[config.mk]
export PLATFORM = sky130hd
export DESIGN_NAME = par8_cmd_controller_flat
export DESIGN_NICKNAME = d
export VERILOG_FILES = /design/src/rtl/par8_cmd_controller_if.sv /design/src/rtl/par8_cmd_controller.sv /design/src/flat_wrapper.sv
export SDC_FILE = /design/constraint.sdc
export NUM_CORES = 1
export LEC_CHECK = 0
export CORE_ASPECT_RATIO = 0.9
export CORE_MARGIN = 2
export CORE_UTILIZATION = 58
export CTS_CLUSTER_SIZE = 28
export DETAILED_ROUTE_END_ITERATION = 12
export HOLD_SLACK_MARGIN = 0.08
export PLACE_DENSITY = 0.85
export SYNTH_ARGS = -nofsm -noshare
export SYNTH_HDL_FRONTEND = slang
export SYNTH_SLANG_ARGS = --single-unit
[constraint.sdc]
create_clock -name clk -period 2.4 [get_ports clk]
set_input_delay 0.48 -clock clk [delete_from_list [all_inputs] [get_ports clk]]
set_output_delay 0.48 -clock clk [all_outputs]
set_load 0.02 [all_outputs]
[src/rtl/par8_cmd_controller_if.sv]
// ============================================================================
// Module      : par8_cmd_controller_if
// Description : Bundles the receiver, transmitter and MD5-core signals seen
//               by par8_cmd_controller.
//               master : the command controller itself
//               slave  : receiver/transmitter/core side (or a testbench)
// Ports       : rxd_data/rxd_data_ready  receiver byte + strobe
//               desync                   pulse back to the receiver
//               txd_data/tx_valid        byte + strobe to the transmitter
//               tx_ready_next            transmitter can take a byte
//               dn_data/dn_valid         payload byte + strobe to the core
//               result_data/result_valid/core_busy  core status and result
// Revision    : 1.0  initial release
// ============================================================================
`default_nettype none

interface par8_cmd_controller_if #(
    parameter int RESULT_BYTES = 4
);
    logic [7:0]                rxd_data;
    logic                      rxd_data_ready;
    logic                      desync;
    logic [7:0]                txd_data;
    logic                      tx_valid;
    logic                      tx_ready_next;
    logic [7:0]                dn_data;
    logic                      dn_valid;
    logic [8*RESULT_BYTES-1:0] result_data;
    logic                      result_valid;
    logic                      core_busy;

    modport master (
        input  rxd_data, rxd_data_ready, tx_ready_next,
               result_data, result_valid, core_busy,
        output desync, txd_data, tx_valid, dn_data, dn_valid
    );

    modport slave (
        output rxd_data, rxd_data_ready, tx_ready_next,
               result_data, result_valid, core_busy,
        input  desync, txd_data, tx_valid, dn_data, dn_valid
    );
endinterface

`default_nettype wire

[src/rtl/par8_cmd_controller.sv]
// ============================================================================
// Module      : par8_cmd_controller
// Description : Command sequencer between the par8 receiver/transmitter and
//               the MD5 core. Decodes host opcodes (TEST 01, LOAD 02,
//               STATUS 03, DESYNC 05, anything else NAK), forwards LOAD
//               payload to the core and queues response bytes.
// Ports       : clk    system clock
//               reset  synchronous, active-low
//               bus    par8_cmd_controller_if.master (see interface header)
// Config      : define CMD_TIMEOUT_EN to abort partial commands after
//               TIMEOUT_CYCLES idle cycles (desync pulse, timeout flag set).
//               Without it partial commands wait forever and the timeout
//               status bit reads 0.
// Revision    : 1.0  initial release
// ============================================================================
`default_nettype none

module par8_cmd_controller #(
    parameter int         RESULT_BYTES = 4,
    parameter logic [7:0] ACK_BYTE     = 8'h01,
    parameter logic [7:0] NAK_BYTE     = 8'hEE
`ifdef CMD_TIMEOUT_EN
    ,
    parameter int         TIMEOUT_CYCLES = 1000000
`endif
) (
    input  logic                   clk,
    input  logic                   reset,
    par8_cmd_controller_if.master  bus
);

    localparam int IDX_W = (RESULT_BYTES > 1) ? $clog2(RESULT_BYTES) : 1;
    localparam logic [IDX_W-1:0] LAST_IDX = IDX_W'(RESULT_BYTES - 1);

    localparam logic [7:0] OP_TEST   = 8'h01;
    localparam logic [7:0] OP_LOAD   = 8'h02;
    localparam logic [7:0] OP_STATUS = 8'h03;
    localparam logic [7:0] OP_DESYNC = 8'h05;

    typedef enum logic [3:0] {
        ST_IDLE      = 4'd0,
        ST_TEST_ARG  = 4'd1,
        ST_LOAD_LEN  = 4'd2,
        ST_LOAD_DATA = 4'd3,
        ST_TX_STATUS = 4'd4,
        ST_TX_RESULT = 4'd5,
        ST_TX_ACK    = 4'd6,
        ST_TX_NAK    = 4'd7,
        ST_TX_ECHO   = 4'd8,
        ST_DESYNC    = 4'd9
    } state_t;

    state_t                    r_state, w_state_nxt;
    logic [7:0]                r_arg, w_arg_nxt;
    logic [7:0]                r_count, w_count_nxt;
    logic [IDX_W-1:0]          r_idx, w_idx_nxt;
    logic [8*RESULT_BYTES-1:0] r_result, w_result_nxt;
    logic [7:0]                r_status, w_status_nxt;
    logic                      r_overrun, w_overrun_nxt;
    logic                      r_ovr_resp, w_ovr_resp_nxt;
    logic                      r_timeout, w_timeout_nxt;
    logic [7:0]                r_txd_data, w_txd_data_nxt;
    logic                      r_tx_valid, w_tx_valid_nxt;
    logic [7:0]                r_dn_data, w_dn_data_nxt;
    logic                      r_dn_valid, w_dn_valid_nxt;
    logic                      r_desync, w_desync_nxt;

    logic                      w_rx;
    logic                      w_send;
    logic [7:0]                w_res_byte;

`ifdef CMD_TIMEOUT_EN
    localparam int TO_W = (TIMEOUT_CYCLES > 1) ? $clog2(TIMEOUT_CYCLES) : 1;
    logic [TO_W-1:0] r_to_cnt, w_to_cnt_nxt;
    logic            w_to_fire;
`endif

    assign w_rx = bus.rxd_data_ready;

    // A byte may be launched only when the transmitter offers a slot and we
    // did not launch one on the previous cycle; the transmitter drops
    // tx_ready_next while busy, so each ready window yields one byte.
    assign w_send = bus.tx_ready_next && !r_tx_valid &&
                    ((r_state == ST_TX_STATUS) || (r_state == ST_TX_RESULT) ||
                     (r_state == ST_TX_ACK)    || (r_state == ST_TX_NAK)    ||
                     (r_state == ST_TX_ECHO));

    // Result byte selected by index, most significant byte first.
    always_comb begin
        w_res_byte = 8'h00;
        for (int i = 0; i < RESULT_BYTES; i++) begin
            if (r_idx == IDX_W'(i)) begin
                w_res_byte = r_result[8*(RESULT_BYTES-1-i) +: 8];
            end
        end
    end

    always_comb begin
        w_state_nxt    = r_state;
        w_arg_nxt      = r_arg;
        w_count_nxt    = r_count;
        w_idx_nxt      = r_idx;
        w_result_nxt   = r_result;
        w_status_nxt   = r_status;
        w_overrun_nxt  = r_overrun;
        w_ovr_resp_nxt = r_ovr_resp;
        w_timeout_nxt  = r_timeout;
        w_txd_data_nxt = r_txd_data;
        w_tx_valid_nxt = 1'b0;
        w_dn_data_nxt  = r_dn_data;
        w_dn_valid_nxt = 1'b0;
        w_desync_nxt   = 1'b0;

        case (r_state)
            ST_IDLE: begin
                if (w_rx) begin
                    case (bus.rxd_data)
                        OP_TEST:   w_state_nxt = ST_TEST_ARG;
                        OP_LOAD:   w_state_nxt = ST_LOAD_LEN;
                        OP_STATUS: begin
                            // Snapshot so core changes cannot alter bytes in flight.
                            w_state_nxt    = ST_TX_STATUS;
                            w_result_nxt   = bus.result_data;
                            w_status_nxt   = {4'b0000, r_timeout, r_overrun,
                                              bus.core_busy, bus.result_valid};
                            w_ovr_resp_nxt = 1'b0;
                        end
                        OP_DESYNC: begin
                            w_state_nxt  = ST_DESYNC;
                            w_desync_nxt = 1'b1;
                        end
                        default:   w_state_nxt = ST_TX_NAK;
                    endcase
                end
            end

            ST_TEST_ARG: begin
                if (w_rx) begin
                    w_arg_nxt   = bus.rxd_data;
                    w_state_nxt = ST_TX_ECHO;
                end
            end

            ST_LOAD_LEN: begin
                if (w_rx) begin
                    w_count_nxt = bus.rxd_data;
                    w_state_nxt = (bus.rxd_data == 8'h00) ? ST_TX_ACK : ST_LOAD_DATA;
                end
            end

            ST_LOAD_DATA: begin
                if (w_rx) begin
                    w_dn_data_nxt  = bus.rxd_data;
                    w_dn_valid_nxt = 1'b1;
                    w_count_nxt    = r_count - 8'd1;
                    if (r_count == 8'd1) begin
                        w_state_nxt = ST_TX_ACK;
                    end
                end
            end

            ST_TX_STATUS: begin
                if (w_rx) begin
                    w_overrun_nxt  = 1'b1;
                    w_ovr_resp_nxt = 1'b1;
                end
                if (w_send) begin
                    w_txd_data_nxt = r_status;
                    w_tx_valid_nxt = 1'b1;
                    w_idx_nxt      = '0;
                    w_state_nxt    = ST_TX_RESULT;
                end
            end

            ST_TX_RESULT: begin
                if (w_rx) begin
                    w_overrun_nxt  = 1'b1;
                    w_ovr_resp_nxt = 1'b1;
                end
                if (w_send) begin
                    w_txd_data_nxt = w_res_byte;
                    w_tx_valid_nxt = 1'b1;
                    if (r_idx == LAST_IDX) begin
                        // Only the reported flags are cleared; an overrun
                        // that arrived during this response was not in the
                        // snapshot and stays pending for the next status.
                        w_overrun_nxt = w_ovr_resp_nxt;
                        w_timeout_nxt = 1'b0;
                        w_state_nxt   = ST_IDLE;
                    end else begin
                        w_idx_nxt = r_idx + IDX_W'(1);
                    end
                end
            end

            ST_TX_ACK, ST_TX_NAK, ST_TX_ECHO: begin
                if (w_rx) begin
                    w_overrun_nxt = 1'b1;
                end
                if (w_send) begin
                    w_txd_data_nxt = (r_state == ST_TX_ACK) ? ACK_BYTE :
                                     (r_state == ST_TX_NAK) ? NAK_BYTE : r_arg;
                    w_tx_valid_nxt = 1'b1;
                    w_state_nxt    = ST_IDLE;
                end
            end

            ST_DESYNC: begin
                if (w_rx) begin
                    w_overrun_nxt = 1'b1;
                end
                w_state_nxt = ST_IDLE;
            end

            default: w_state_nxt = ST_IDLE;
        endcase

`ifdef CMD_TIMEOUT_EN
        // Idle counter runs only while a command is partially received.
        w_to_cnt_nxt = '0;
        w_to_fire    = 1'b0;
        if (((r_state == ST_TEST_ARG) || (r_state == ST_LOAD_LEN) ||
             (r_state == ST_LOAD_DATA)) && !w_rx) begin
            if (r_to_cnt == TO_W'(TIMEOUT_CYCLES - 1)) begin
                w_to_fire = 1'b1;
            end else begin
                w_to_cnt_nxt = r_to_cnt + TO_W'(1);
            end
        end
        if (w_to_fire) begin
            w_state_nxt   = ST_IDLE;
            w_desync_nxt  = 1'b1;
            w_timeout_nxt = 1'b1;
        end
`endif
    end

    always_ff @(posedge clk) begin
        if (!reset) begin
            r_state    <= ST_IDLE;
            r_arg      <= 8'h00;
            r_count    <= 8'h00;
            r_idx      <= '0;
            r_result   <= '0;
            r_status   <= 8'h00;
            r_overrun  <= 1'b0;
            r_ovr_resp <= 1'b0;
            r_timeout  <= 1'b0;
            r_txd_data <= 8'h00;
            r_tx_valid <= 1'b0;
            r_dn_data  <= 8'h00;
            r_dn_valid <= 1'b0;
            r_desync   <= 1'b0;
`ifdef CMD_TIMEOUT_EN
            r_to_cnt   <= '0;
`endif
        end else begin
            r_state    <= w_state_nxt;
            r_arg      <= w_arg_nxt;
            r_count    <= w_count_nxt;
            r_idx      <= w_idx_nxt;
            r_result   <= w_result_nxt;
            r_status   <= w_status_nxt;
            r_overrun  <= w_overrun_nxt;
            r_ovr_resp <= w_ovr_resp_nxt;
            r_timeout  <= w_timeout_nxt;
            r_txd_data <= w_txd_data_nxt;
            r_tx_valid <= w_tx_valid_nxt;
            r_dn_data  <= w_dn_data_nxt;
            r_dn_valid <= w_dn_valid_nxt;
            r_desync   <= w_desync_nxt;
`ifdef CMD_TIMEOUT_EN
            r_to_cnt   <= w_to_cnt_nxt;
`endif
        end
    end

    assign bus.txd_data = r_txd_data;
    assign bus.tx_valid = r_tx_valid;
    assign bus.dn_data  = r_dn_data;
    assign bus.dn_valid = r_dn_valid;
    assign bus.desync   = r_desync;

endmodule

`default_nettype wire

[src/flat_wrapper.sv]
// flat-port wrapper written by rule: the top's interface ports become plain ports
module par8_cmd_controller_flat 
#(
    parameter int         RESULT_BYTES = 4,
    parameter logic [7:0] ACK_BYTE     = 8'h01,
    parameter logic [7:0] NAK_BYTE     = 8'hEE

)
  (clk, reset, bus_rxd_data, bus_rxd_data_ready, bus_tx_ready_next, bus_result_data, bus_result_valid, bus_core_busy, bus_desync, bus_txd_data, bus_tx_valid, bus_dn_data, bus_dn_valid);
  par8_cmd_controller_if #(.RESULT_BYTES(RESULT_BYTES)) bus_i ();
  input  logic clk;
  input  logic reset;
  input wire logic [$bits(bus_i.rxd_data)-1:0] bus_rxd_data;
  input wire logic [$bits(bus_i.rxd_data_ready)-1:0] bus_rxd_data_ready;
  input wire logic [$bits(bus_i.tx_ready_next)-1:0] bus_tx_ready_next;
  input wire logic [$bits(bus_i.result_data)-1:0] bus_result_data;
  input wire logic [$bits(bus_i.result_valid)-1:0] bus_result_valid;
  input wire logic [$bits(bus_i.core_busy)-1:0] bus_core_busy;
  output wire logic [$bits(bus_i.desync)-1:0] bus_desync;
  output wire logic [$bits(bus_i.txd_data)-1:0] bus_txd_data;
  output wire logic [$bits(bus_i.tx_valid)-1:0] bus_tx_valid;
  output wire logic [$bits(bus_i.dn_data)-1:0] bus_dn_data;
  output wire logic [$bits(bus_i.dn_valid)-1:0] bus_dn_valid;
  assign bus_i.rxd_data = bus_rxd_data;
  assign bus_i.rxd_data_ready = bus_rxd_data_ready;
  assign bus_i.tx_ready_next = bus_tx_ready_next;
  assign bus_i.result_data = bus_result_data;
  assign bus_i.result_valid = bus_result_valid;
  assign bus_i.core_busy = bus_core_busy;
  assign bus_desync = bus_i.desync;
  assign bus_txd_data = bus_i.txd_data;
  assign bus_tx_valid = bus_i.tx_valid;
  assign bus_dn_data = bus_i.dn_data;
  assign bus_dn_valid = bus_i.dn_valid;
  par8_cmd_controller #(.RESULT_BYTES(RESULT_BYTES), .ACK_BYTE(ACK_BYTE), .NAK_BYTE(NAK_BYTE)) u_core (.clk(clk), .reset(reset), .bus(bus_i));
endmodule
==> out/results.tsv <==
metric	value	unit
final_nets	598	
grt_setup_unrepaired	no	
hold-worst-slack	0.4595	ns
hp-class	reg2reg	
syn-cell-area	4076	um2
cts-root-buf	clkbuf_8	
max_slew_margin	0.5925	
multi_input_area	2212	um2
layout_common_cells	78 x dfxtp_1, 66 x a21oi_1, 64 x clkdlybuf4s50_1	
tightestPinTransition	0.6104	ns
crit-reg2reg-launch	u_core.r_idx[1]	
drv_cap	0	
track_usage	0.2917	
area_delta_synth_final	22.50	%
cellPowerDensity	748.1	nW/um2
synthDistinctLibCells	68	
max_freq	500.6	MHz
min-delay-start	u_core.bus.dn_data[0]	
fin_crit	1.997	ns
cts_made_buffers	9	
routabilityCongestion	0.9454	
grt_max_degree	37	
finalSetupViolCount	0	
wire_per_inst	17.38	um
r2r-end	u_core.bus.txd_data[0]	
postSynthAreaPerCell	8.252	um2
dp.final_hpwl	7757	um
met1_usage	0.4060	
ctsHoldBuffers	0	
cts.sinks	78	
dr_total_vias	4056	
drt_pass1_iterations	6	
critPathMaxStageDelay	0.50	ns
use_met2	0.4572	
path_clk_slew	0.08	ns
pre_cts_ws	0.1370	ns
worst_slack	0.4025	ns
crit_path_end_kind	register	
yosysSeqAreaShare	0.3831	
grt_pass1_vias	3733	
async_flop_share	0	
die-area	7716	um2
worstHoldPathCells	2	
arrival	2.27	ns
worst-setup-path-type	reg2reg	
htree_levels	3	
antenna_found_initial	0	
ff2ff_path_depth	6	
ant_nets	0	
finalHoldViolations	0	
final_common_cell	dfxtp_1	
hold_path_end	u_core.bus.dn_data[0]	
insertion_delay	0.36	ns
ctsResizeCount	0	
n_fill_cell	491	
synth.largest_area_cell	dfxtp_1	
synth_top_flop_cell	dfxtp_1	
fin_total_pwr	0.003736	W
yosys_warnings	0	
crit_required	2.67	ns
rows	28	
max-vdd-ir-drop	0.4157	mV
ff_latch_area	1562	um2
tritoncts	done	
stdcell_count	641	
gr-total-overflow	0	
cts_max_path_buffers	2	
n_antenna_cell	0	
dp.cells	625	
yosysTopAreaCellShare	0.3831	
synth_edf_count	0	
layout-drive-gt1-share	0.1016	
grt_pass1_wl	18290	um
ios	65	
coreArea	6691	um2
synth_nets	546	
maxSlewViolCount	0	
critPathLaunchType	register	
fin_worst_skew	0.008050	ns
synth_cells	494	
start_util	0.6092	
dieWidth	92.37	um
ys_ff_latch	78	
synth_area_leaders	dfxtp_1 38%, a21oi_1 8.1%, o21ai_0 6.5%, nand3_1 6.3%, mux2i_1 2.5%	
met3_usage	0.07859	
finalCritPeriodShare	0.8323	
crit_slowest_cell	ha_1	
r2r_slack	0.40	ns
tns	0	ns
io_buffers	64	
path_max_fanout	16	
post_cts_buffers	0	
status	finished, final reports clean	
drt_iter0_drc	391	
p_leak	1.689	nW
drc	0	
crit_chain	inv_1 -> ha_1 -> a21oi_1 -> a2111oi_0 -> a311oi_1 -> o41ai_2	
viasPerCell	6.328	
fp.dieH	83.53	um
grt.busiest_layer	met2	
totalWireLength	11140	um
[worst max-delay path, delay by kind of cell, from the launching register on]
kind                     cells  cell delay, ns
buffers and inverters        1            0.09
AO/OA/AOI/OAI                4            0.98
flip-flops                   1            0.34
adder cells (fa/ha/maj)      1            0.50
[power by group]
group	internal (W)	total, W	switching, W
combinational	0.000494	0.00118	0.000689
sequential	0.00140	0.00157	0.000172
clock	0.000486	0.000984	0.000498
[state kept, by name, summed over array words and instances (netlist names)]
register	cells
u_core.bus.desync	1
u_core.bus.dn_data	8
u_core.bus.dn_valid	1
u_core.bus.tx_valid	1
u_core.bus.txd_data	8
u_core.r_arg	8
u_core.r_count	8
u_core.r_idx	2
u_core.r_overrun	1
u_core.r_ovr_resp	1
u_core.r_result	32
u_core.r_state	4
u_core.r_status	3
[metal layers]
| metal | routed length (um) | part of all wire |
|---|---|---|
| met5 | 0 | 0 |
| met4 | 92 | 0.0083 |
| met3 | 934 | 0.084 |
| met2 | 5164 | 0.46 |
| met1 | 4949 | 0.44 |
[metrics by stage]
step / cell area, um2 / utilization
2_1_floorplan: 4076 / -
4_1_cts: 4994 / 0.7463
3_3_place_gp: 4796 / 0.7167
3_5_place_dp: 4796 / 0.7167
5_1_grt: 4994 / 0.7463
6_report: 4994 / 0.7463
[how the worst max path moves through the flow]
stage                 startpoint                      to  slack (ns)  cells past startpoint
5_1_grt        u_core.r_state[1]  u_core.bus.txd_data[4]        0.26                      5
2_1_floorplan    bus_rxd_data[6]     u_core.r_result[15]        0.78                      6
3_5_place_dp     bus_rxd_data[3]     u_core.r_result[29]        0.14                      6
3_3_place_gp     bus_rxd_data[3]     u_core.r_result[31]        0.20                      6
4_1_cts          u_core.r_idx[1]  u_core.bus.txd_data[0]        0.45                      6
6_report         u_core.r_idx[1]  u_core.bus.txd_data[0]        0.40                      6
[synth_stat cells (all sizes together) (5+ instances only)]
cell	count
ha	6
a31oi	8
clkbuf	20
a221oi	9
nand3b	9
nor2	22
o21ai	56
mux2i	10
nor2b	8
nand3	53
dfxtp	78
nand2	21
buf	25
inv	21
nor4	5
a21oi	68
and2	7
[cell families (layout without fill, tap and decap cells)]
group / after synthesis / after routing / synth area share
AO/OA/AOI/OAI: 176 / 176 / 0.2695
XOR/XNOR: 1 / 1 / 0.002149
adder cells (fa/ha/maj): 6 / 6 / 0.01842
buffers and inverters: 66 / 123 / 0.07428
flip-flops: 78 / 78 / 0.3831
multiplexers: 10 / 10 / 0.02456
AND/OR/NAND/NOR: 157 / 157 / 0.2281
[final cells by class]
cell class,count,share of cell area
Clock inverter,6,0.01403
Inverter,21,0.01579
Clock buffer,10,0.02556
Timing Repair Buffer,86,0.1664
Multi-Input combinational cell,350,0.4430
Tap cell,90,0.02255
Sequential cell,78,0.3127
Power figures use the tool's default switching activity.
